File: config.mk
export PLATFORM = sky130hd
export DESIGN_NAME = imem_access_ctrl
export DESIGN_NICKNAME = d
export VERILOG_FILES = /design/src/rtl/imem_access_ctrl.sv
export SDC_FILE = /design/constraint.sdc
export NUM_CORES = 1
export LEC_CHECK = 0
export CORE_MARGIN = 2
export CORE_UTILIZATION = 33
export CTS_CLUSTER_DIAMETER = 40
export DETAILED_ROUTE_END_ITERATION = 12
export GPL_ROUTABILITY_DRIVEN = 1
export PLACE_DENSITY_LB_ADDON = 0.08
export SLEW_MARGIN = 20
export SYNTH_ARGS = -nofsm -noshare
export SYNTH_HDL_FRONTEND = slang
export SYNTH_SLANG_ARGS = --single-unit
File: constraint.sdc
create_clock -name clk -period 1.93 [get_ports clk]
set_clock_uncertainty 0.1 [all_clocks]
set_input_delay 0.2895 -clock clk [delete_from_list [all_inputs] [get_ports clk]]
set_output_delay 0.2895 -clock clk [all_outputs]
set_load 0.005 [all_outputs]
File: src/rtl/imem_access_ctrl.sv
// Instruction RAM access controller: arbitrates a single-port synchronous RAM
// between core fetches (alignment/range checked) and an exclusive program loader.
//
// state | meaning
// ------+--------------------------------------------------------------
// IDLE  | waiting; launches a fetch or hands the RAM to the loader
// RD    | RAM read in flight (or error recorded); response on exit edge
// LOAD  | loader owns the RAM; fetches are held off without response
module imem_access_ctrl #(
    parameter int          INST_ADDR_WIDTH = 9,
    parameter logic [31:0] NOP_INSTR       = 32'h00000013
) (
    input  logic                       clk,
    input  logic                       reset_n,
    input  logic                       load_mode,
    input  logic                       fetch_req,
    input  logic [31:0]                fetch_pc,
    output logic                       fetch_valid,
    output logic [31:0]                fetch_instr,
    output logic                       fetch_err,
    input  logic                       ld_valid,
    output logic                       ld_ready,
    input  logic [INST_ADDR_WIDTH-1:0] ld_addr,
    input  logic [31:0]                ld_wdata,
    output logic [INST_ADDR_WIDTH:0]   ld_count,
    output logic                       busy,
    output logic                       mem_en,
    output logic                       mem_we,
    output logic [INST_ADDR_WIDTH-1:0] mem_addr,
    output logic [31:0]                mem_wdata,
    input  logic [31:0]                mem_rdata
);

    localparam int IAW = INST_ADDR_WIDTH;
    localparam logic [IAW:0] LD_MAX = {1'b1, {IAW{1'b0}}};

    typedef enum logic [1:0] {
        ST_IDLE = 2'd0,
        ST_RD   = 2'd1,
        ST_LOAD = 2'd2
    } state_t;

    state_t         r_state;
    logic           r_err_flag;
    logic           r_fetch_valid;
    logic           r_fetch_err;
    logic [31:0]    r_fetch_instr;
    logic [IAW:0]   r_ld_count;

    logic           w_pc_good;
    logic           w_fetch_go;
    logic           w_ld_ready;
    logic           w_ld_wr;

    assign w_pc_good = (fetch_pc[1:0] == 2'b00) && (fetch_pc[31:IAW+2] == '0);

    // The fetch_valid cycle is skipped so the core sees a gap between fetches.
    assign w_fetch_go = (r_state == ST_IDLE) && !load_mode && fetch_req && !r_fetch_valid;

    // Gated by reset_n so the RAM strobes drop the instant reset asserts.
    assign w_ld_ready = reset_n && (r_state == ST_LOAD) && load_mode;
    assign w_ld_wr    = w_ld_ready && ld_valid;

    assign ld_ready  = w_ld_ready;
    assign mem_en    = (reset_n && w_fetch_go && w_pc_good) || w_ld_wr;
    assign mem_we    = w_ld_wr;
    assign mem_addr  = w_ld_wr ? ld_addr : fetch_pc[IAW+1:2];
    assign mem_wdata = ld_wdata;
    assign busy      = (r_state != ST_IDLE);

    assign fetch_valid = r_fetch_valid;
    assign fetch_err   = r_fetch_err;
    assign fetch_instr = r_fetch_instr;
    assign ld_count    = r_ld_count;

    always_ff @(posedge clk or negedge reset_n) begin
        if (!reset_n) begin
            r_state       <= ST_IDLE;
            r_err_flag    <= 1'b0;
            r_fetch_valid <= 1'b0;
            r_fetch_err   <= 1'b0;
            r_fetch_instr <= NOP_INSTR;
            r_ld_count    <= '0;
        end else begin
            r_fetch_valid <= 1'b0;
            case (r_state)
                ST_IDLE: begin
                    if (load_mode) begin
                        r_state    <= ST_LOAD;
                        r_ld_count <= '0;
                    end else if (w_fetch_go) begin
                        r_state    <= ST_RD;
                        r_err_flag <= !w_pc_good;
                    end
                end
                ST_RD: begin
                    r_state       <= ST_IDLE;
                    r_fetch_valid <= 1'b1;
                    r_fetch_err   <= r_err_flag;
                    r_fetch_instr <= r_err_flag ? NOP_INSTR : mem_rdata;
                end
                ST_LOAD: begin
                    if (!load_mode) begin
                        r_state <= ST_IDLE;
                    end else if (ld_valid && (r_ld_count != LD_MAX)) begin
                        r_ld_count <= r_ld_count + (IAW+1)'(1);
                    end
                end
                default: r_state <= ST_IDLE;
            endcase
        end
    end

endmodule

Word-level counts from Yosys, hierarchy flattened
Index checks and enable logic that the tools add are counted.

Add/sub/neg operators: 1. Equal/unequal tests: 8. Multiplexer cells: 11. Bitwise gates (word level): 1. Reduce and logical (&&, ||, !) cells: 22.

Operators by type and width (number): $mux W32 (1); $mux W10 (3); $logic_not A21 Y1 (1); $pmux W10 S2 (1); $add A10 B1 Y10 const B (1); $logic_and A1 B1 Y1 (10); $ne A10 B10 Y1 const B (1); $mux W9 (1); $mux W2 (3); $ne A2 B2 Y1 const B (3); $logic_not A2 Y1 (2); $pmux W2 S2 (1); $reduce_and A4 Y1 (1); $reduce_bool A2 Y1 (2); $logic_not A1 Y1 (3); $ne A3 B3 Y1 const B (1); $reduce_and A3 Y1 (1); $eq A2 B1 Y1 const B (1); $eq A2 B2 Y1 const B (1); $ne A2 B1 Y1 const B (1); $reduce_and A2 Y1 (1); $logic_or A1 B1 Y1 (1); $mux W1 (1); $not A1 Y1 (1).

Register bits after elaboration: 47. Input port bits: 110. Word-level logic and storage cells: 49.

Longest topological paths before layout
Depth after elaboration: 7. Depth in mapped cells: 6. Gate-level depth less buffers: 5.

Worst setup path after synthesis
OpenSTA, ideal clock, no wires.

Path type: reg2out. Start: register r_state[1]. End: output mem_en. Data arrival time: 1446 ps. Required time: 1541 ps. Setup slack: 94 ps. Stages on the path, launching flop included: 5. Path through: dfrtp_1 -> or2_1 -> or4b_4 -> nor3_2 -> a21o_1.

Longest elaborated chain between the ends: 7. Elaborated cells between the ends (all ways): 11. Those cells by class: eq/ne (1); reduce/logical (10).

Ends and longest elaborated chain: start, declared (RTL line 43) `state_t r_state;`; start signal, assigned (RTL line 78) `r_state <= ST_IDLE;`; start signal, assigned (RTL line 89) `r_state <= ST_LOAD;`; start signal, assigned (RTL line 92) `r_state <= ST_RD;`; $logic_not A2 Y1 (RTL line 58) `assign w_fetch_go = (r_state == ST_IDLE) && !load_mode && fetch_req && !r_fetch_valid;`; $logic_and A1 B1 Y1 (3 in series) (RTL line 58); $logic_and A1 B1 Y1 (2 in series) (RTL line 65) `assign mem_en = (reset_n && w_fetch_go && w_pc_good) || w_ld_wr;`; $logic_or A1 B1 Y1 (*) (RTL line 65); end, declared (RTL line 27) `output logic mem_en,`.

Mark *: on every way between the ends. The rest lies on a longest branch, timed or not.

Worst setup path after layout
Same ends and word-level chain as after synthesis.

==> results.yml <==
outcome:
  status: "complete, but fails checks"
  violations: "setup timing"
cells_and_area:
  final_nets: 515
  final_cell_area_sq_mm: 0.00403
  area_delta_synth_final_pct: 64.7
  fill_cells: 681
  final_util_pct: 55.8
  final_layout_size_suffix_gt1_share_pct: 16.6
  antenna_cells: 0
critical_path:
  reg2reg_depth: 5
  endpoint: "mem_en"
  end_kind: "primary output"
  worstPathCellList: "or2_1, or4b_4, nor3_4, a21o_1, buf_2"
  worstSetupStartpointType: "flop"
  critical_path_arrival_ns: 1.83
  worstPathRequired_ns: 1.54
  crit_type: "flop to primary output"
  path_max_fanout: 2
  crit_start: "r_state[1]"
  r2r_slack_ns: 0.24
  cpPeakStageDelay_ns: 0.54
  r2r-start: "r_state[1]"
  crit_path_top_delay_cell: "or4b_4"
  regToRegEndpoint: "r_err_flag"
pwr:
  vdd_drop_max_mv: 0.334
  p_leak_nw: 1.76
  power_density_mw_per_mm2: 610
logic_synthesis:
  ys_seq_area_share_pct: 48.3
  syn_nets: 389
  synth_top_area_cell: "dfrtp_1"
  synth_top_area_share_pct: 45.1
  netlist_area_sq_mm: 0.00244
  netlist_instances: 277
  yosys-top-cells-area: "dfrtp_1, nand2_1, buf_4"
  ys_ff_latch: 47
  avgSynthCellArea_sq_um: 8.82
  synth_cell_types: 30
  yosysWarnings: 0
sta:
  hold_viol_final: 0
  finalCritPeriodShare_pct: 115
  clock.fmax_mhz: 450
  slew_violations: 0
  fin_ws_ns: -0.293
  min_period_ns: 2.22
  tightest_slew_ns: 0.632
  slew_headroom_pct: 57.7
  rsz0062_at_grt: "yes"
  setup_viol: 10
clocking:
  insertion_delay_ns: 0.30
  cts_max_level: 2
  cts_buffer_depth: 2
  numCtsBuffers: 5
  clkSinkCount: 47
  cts_root_buf: "clkbuf_8"
  clkTransAtPathRegs_ns: 0.09
  tritoncts: "done"
routing:
  detail_route.iter0.violations: 73
  viasPerCell: 4.56
  vias: 2293
  first_pass_iters: 4
  finalWirelength_microns: 6710
  drc_errors: 0
  post_drt_wl_per_cell_microns: 13.3
  ant_nets: 0
grt:
  track_usage_pct: 16.6
  gr-total-overflow: 0
  grt_max_degree: 68
  grt_pass1_vias: 2277
  antenna_found_initial: 0
  grt_pass1_wl_microns: 11000
floorplanning:
  die-area_sq_mm: 0.00811
  die_w_microns: 90.1
  initial_core_util_pct: 33.9
  die_y_microns: 90.1
  ios: 199
  num_rows: 31
  core-area_sq_mm: 0.00721
job:
  drv_cap: 0
worst_hold_path:
  min_path_type: "input port to async pin"
place:
  port_buffers: 134
  place_area_sq_mm: 0.00378
  gp_congestion: 0.808
  dpl.hpwl_microns: 4920
  pre_cts_slack_ns: -0.590
## cells in the mapped netlist
cell type  number
clkbuf_1       12
nor3_1          3
nor4_1          7
a41oi_1         1
o221ai_1        1
nand4_1         6
mux2_2          9
nor4bb_1        1
nand4_2         1
dfstp_2         3
or3_1           1
ha_1            2
o31ai_1         1
nand2b_1        1
mux2i_1         3
a211o_1         1
nor3_2          1
or2_1           1
o21ai_0        41
buf_4          32
and3_1          4
a22o_1          1
nor2_1          7
inv_1           9
nand2_1        75
or4b_4          1
dfrtp_1        44
a21o_1          3
inv_2           1
a21oi_1         4
## layer usage
layer | vias up | GRT usage [%] | part of all wire [%]
met4 | 0 | 6.41 | 2.4
met1 | 1051 | 19.5 | 42
li1 | 1148 | - | -
met3 | 19 | 3.69 | 5.9
met5 | - | 0 | 0
met2 | 75 | 29.4 | 50
## sequential cells by signal, indices dropped and copies added, names as in the netlist
register     flops
fetch_valid      1
fetch_err        1
r_state          2
fetch_instr     32
ld_count        10
r_err_flag       1
## stage by stage
| stage | total power (W) | hold slack, ns | cells | TNS [ns] |
|---|---|---|---|---|
| finish | 0.00246 | 0.110 | 503 | -2.32 |
| CTS | 0.00249 | 0.116 | 500 | -2.47 |
| global placement | 0.00169 | 0.193 | 486 | -4.62 |
| global route | 0.00260 | 0.142 | 503 | -3.10 |
| detailed placement | 0.00169 | 0.187 | 486 | -4.70 |
| floorplan | 0.00132 | -0.106 | 277 | 0 |
## cells in the final DEF (no fill, tap or decap), types with 3 or more instances in the layout
master,n
a21oi_1,4
buf_4,19
a21o_1,3
inv_1,9
dfstp_2,3
nor4_1,7
mux2i_1,3
buf_2,6
buf_6,14
mux2_2,5
clkbuf_8,6
o21ai_0,41
nor2_1,7
nand2_1,74
dfrtp_1,44
mux2_4,4
and3_1,4
nand4_1,6
clkdlybuf4s50_1,120
nor3_1,3
## repair_timing
| item | 4_1_cts | 5_1_grt |
|---|---|---|
| hold buffers | 1 | 0 |
| hold endpoints to repair | 14 | 0 |
| endpoints found under the setup margin | 12 | 13 |
| gates resized for setup | 55 | 15 |
| buffers inserted | 5 | 3 |
| pin swaps | 4 | 1 |
| cloned | 0 | 0 |
## cell families after synthesis
family	Yosys count	share of synthesized area [%]
AOI/OAI and AO/OA	53	11.9
adders and majority gates	2	1.02
buffers and inverters	54	13.2
DFF	47	48.3
muxes	12	5.38
and+or+nand+nor	109	20.2
## worst max-delay path: cells and delay by family (launching register included)
kind            cells  cell delay [ns]
simple gates        3             0.92
flops               1             0.38
compound gates      1             0.12
buf+inv             1             0.10
## how the worst min path moves through the flow
stage               startpoint  cells past startpoint               to
floorplan              reset_n                      0        fetch_err
global placement       reset_n                      2      ld_count[7]
detailed placement     reset_n                      2      ld_count[7]
CTS                    reset_n                      3   fetch_instr[3]
global route           reset_n                      3   fetch_instr[2]
finish                 reset_n                      3  fetch_instr[30]
## where the power goes
| group | total, W | leakage [nW] | internal [W] | switching, W |
|---|---|---|---|---|
| clock | 0.000767 | 0.0618 | 0.000426 | 0.000341 |
| combinational | 0.000573 | 1.07 | 0.000377 | 0.000196 |
| sequential | 0.00112 | 0.630 | 0.00107 | 0.0000447 |
| total | 0.00246 | 1.76 | 0.00187 | 0.000582 |
## layout make-up
class	instances	area (sq um)	share of cell area (%)
repair buffers	163	1580	39.2
flip-flops and latches	47	1180	29.3
multi-input cells	176	981	24.4
well taps	99	124	3.08
clock buffers	6	82.6	2.05
inverters	10	40.0	0.995
clock inverters	2	38.8	0.964
(Power assumes the default switching activity.)
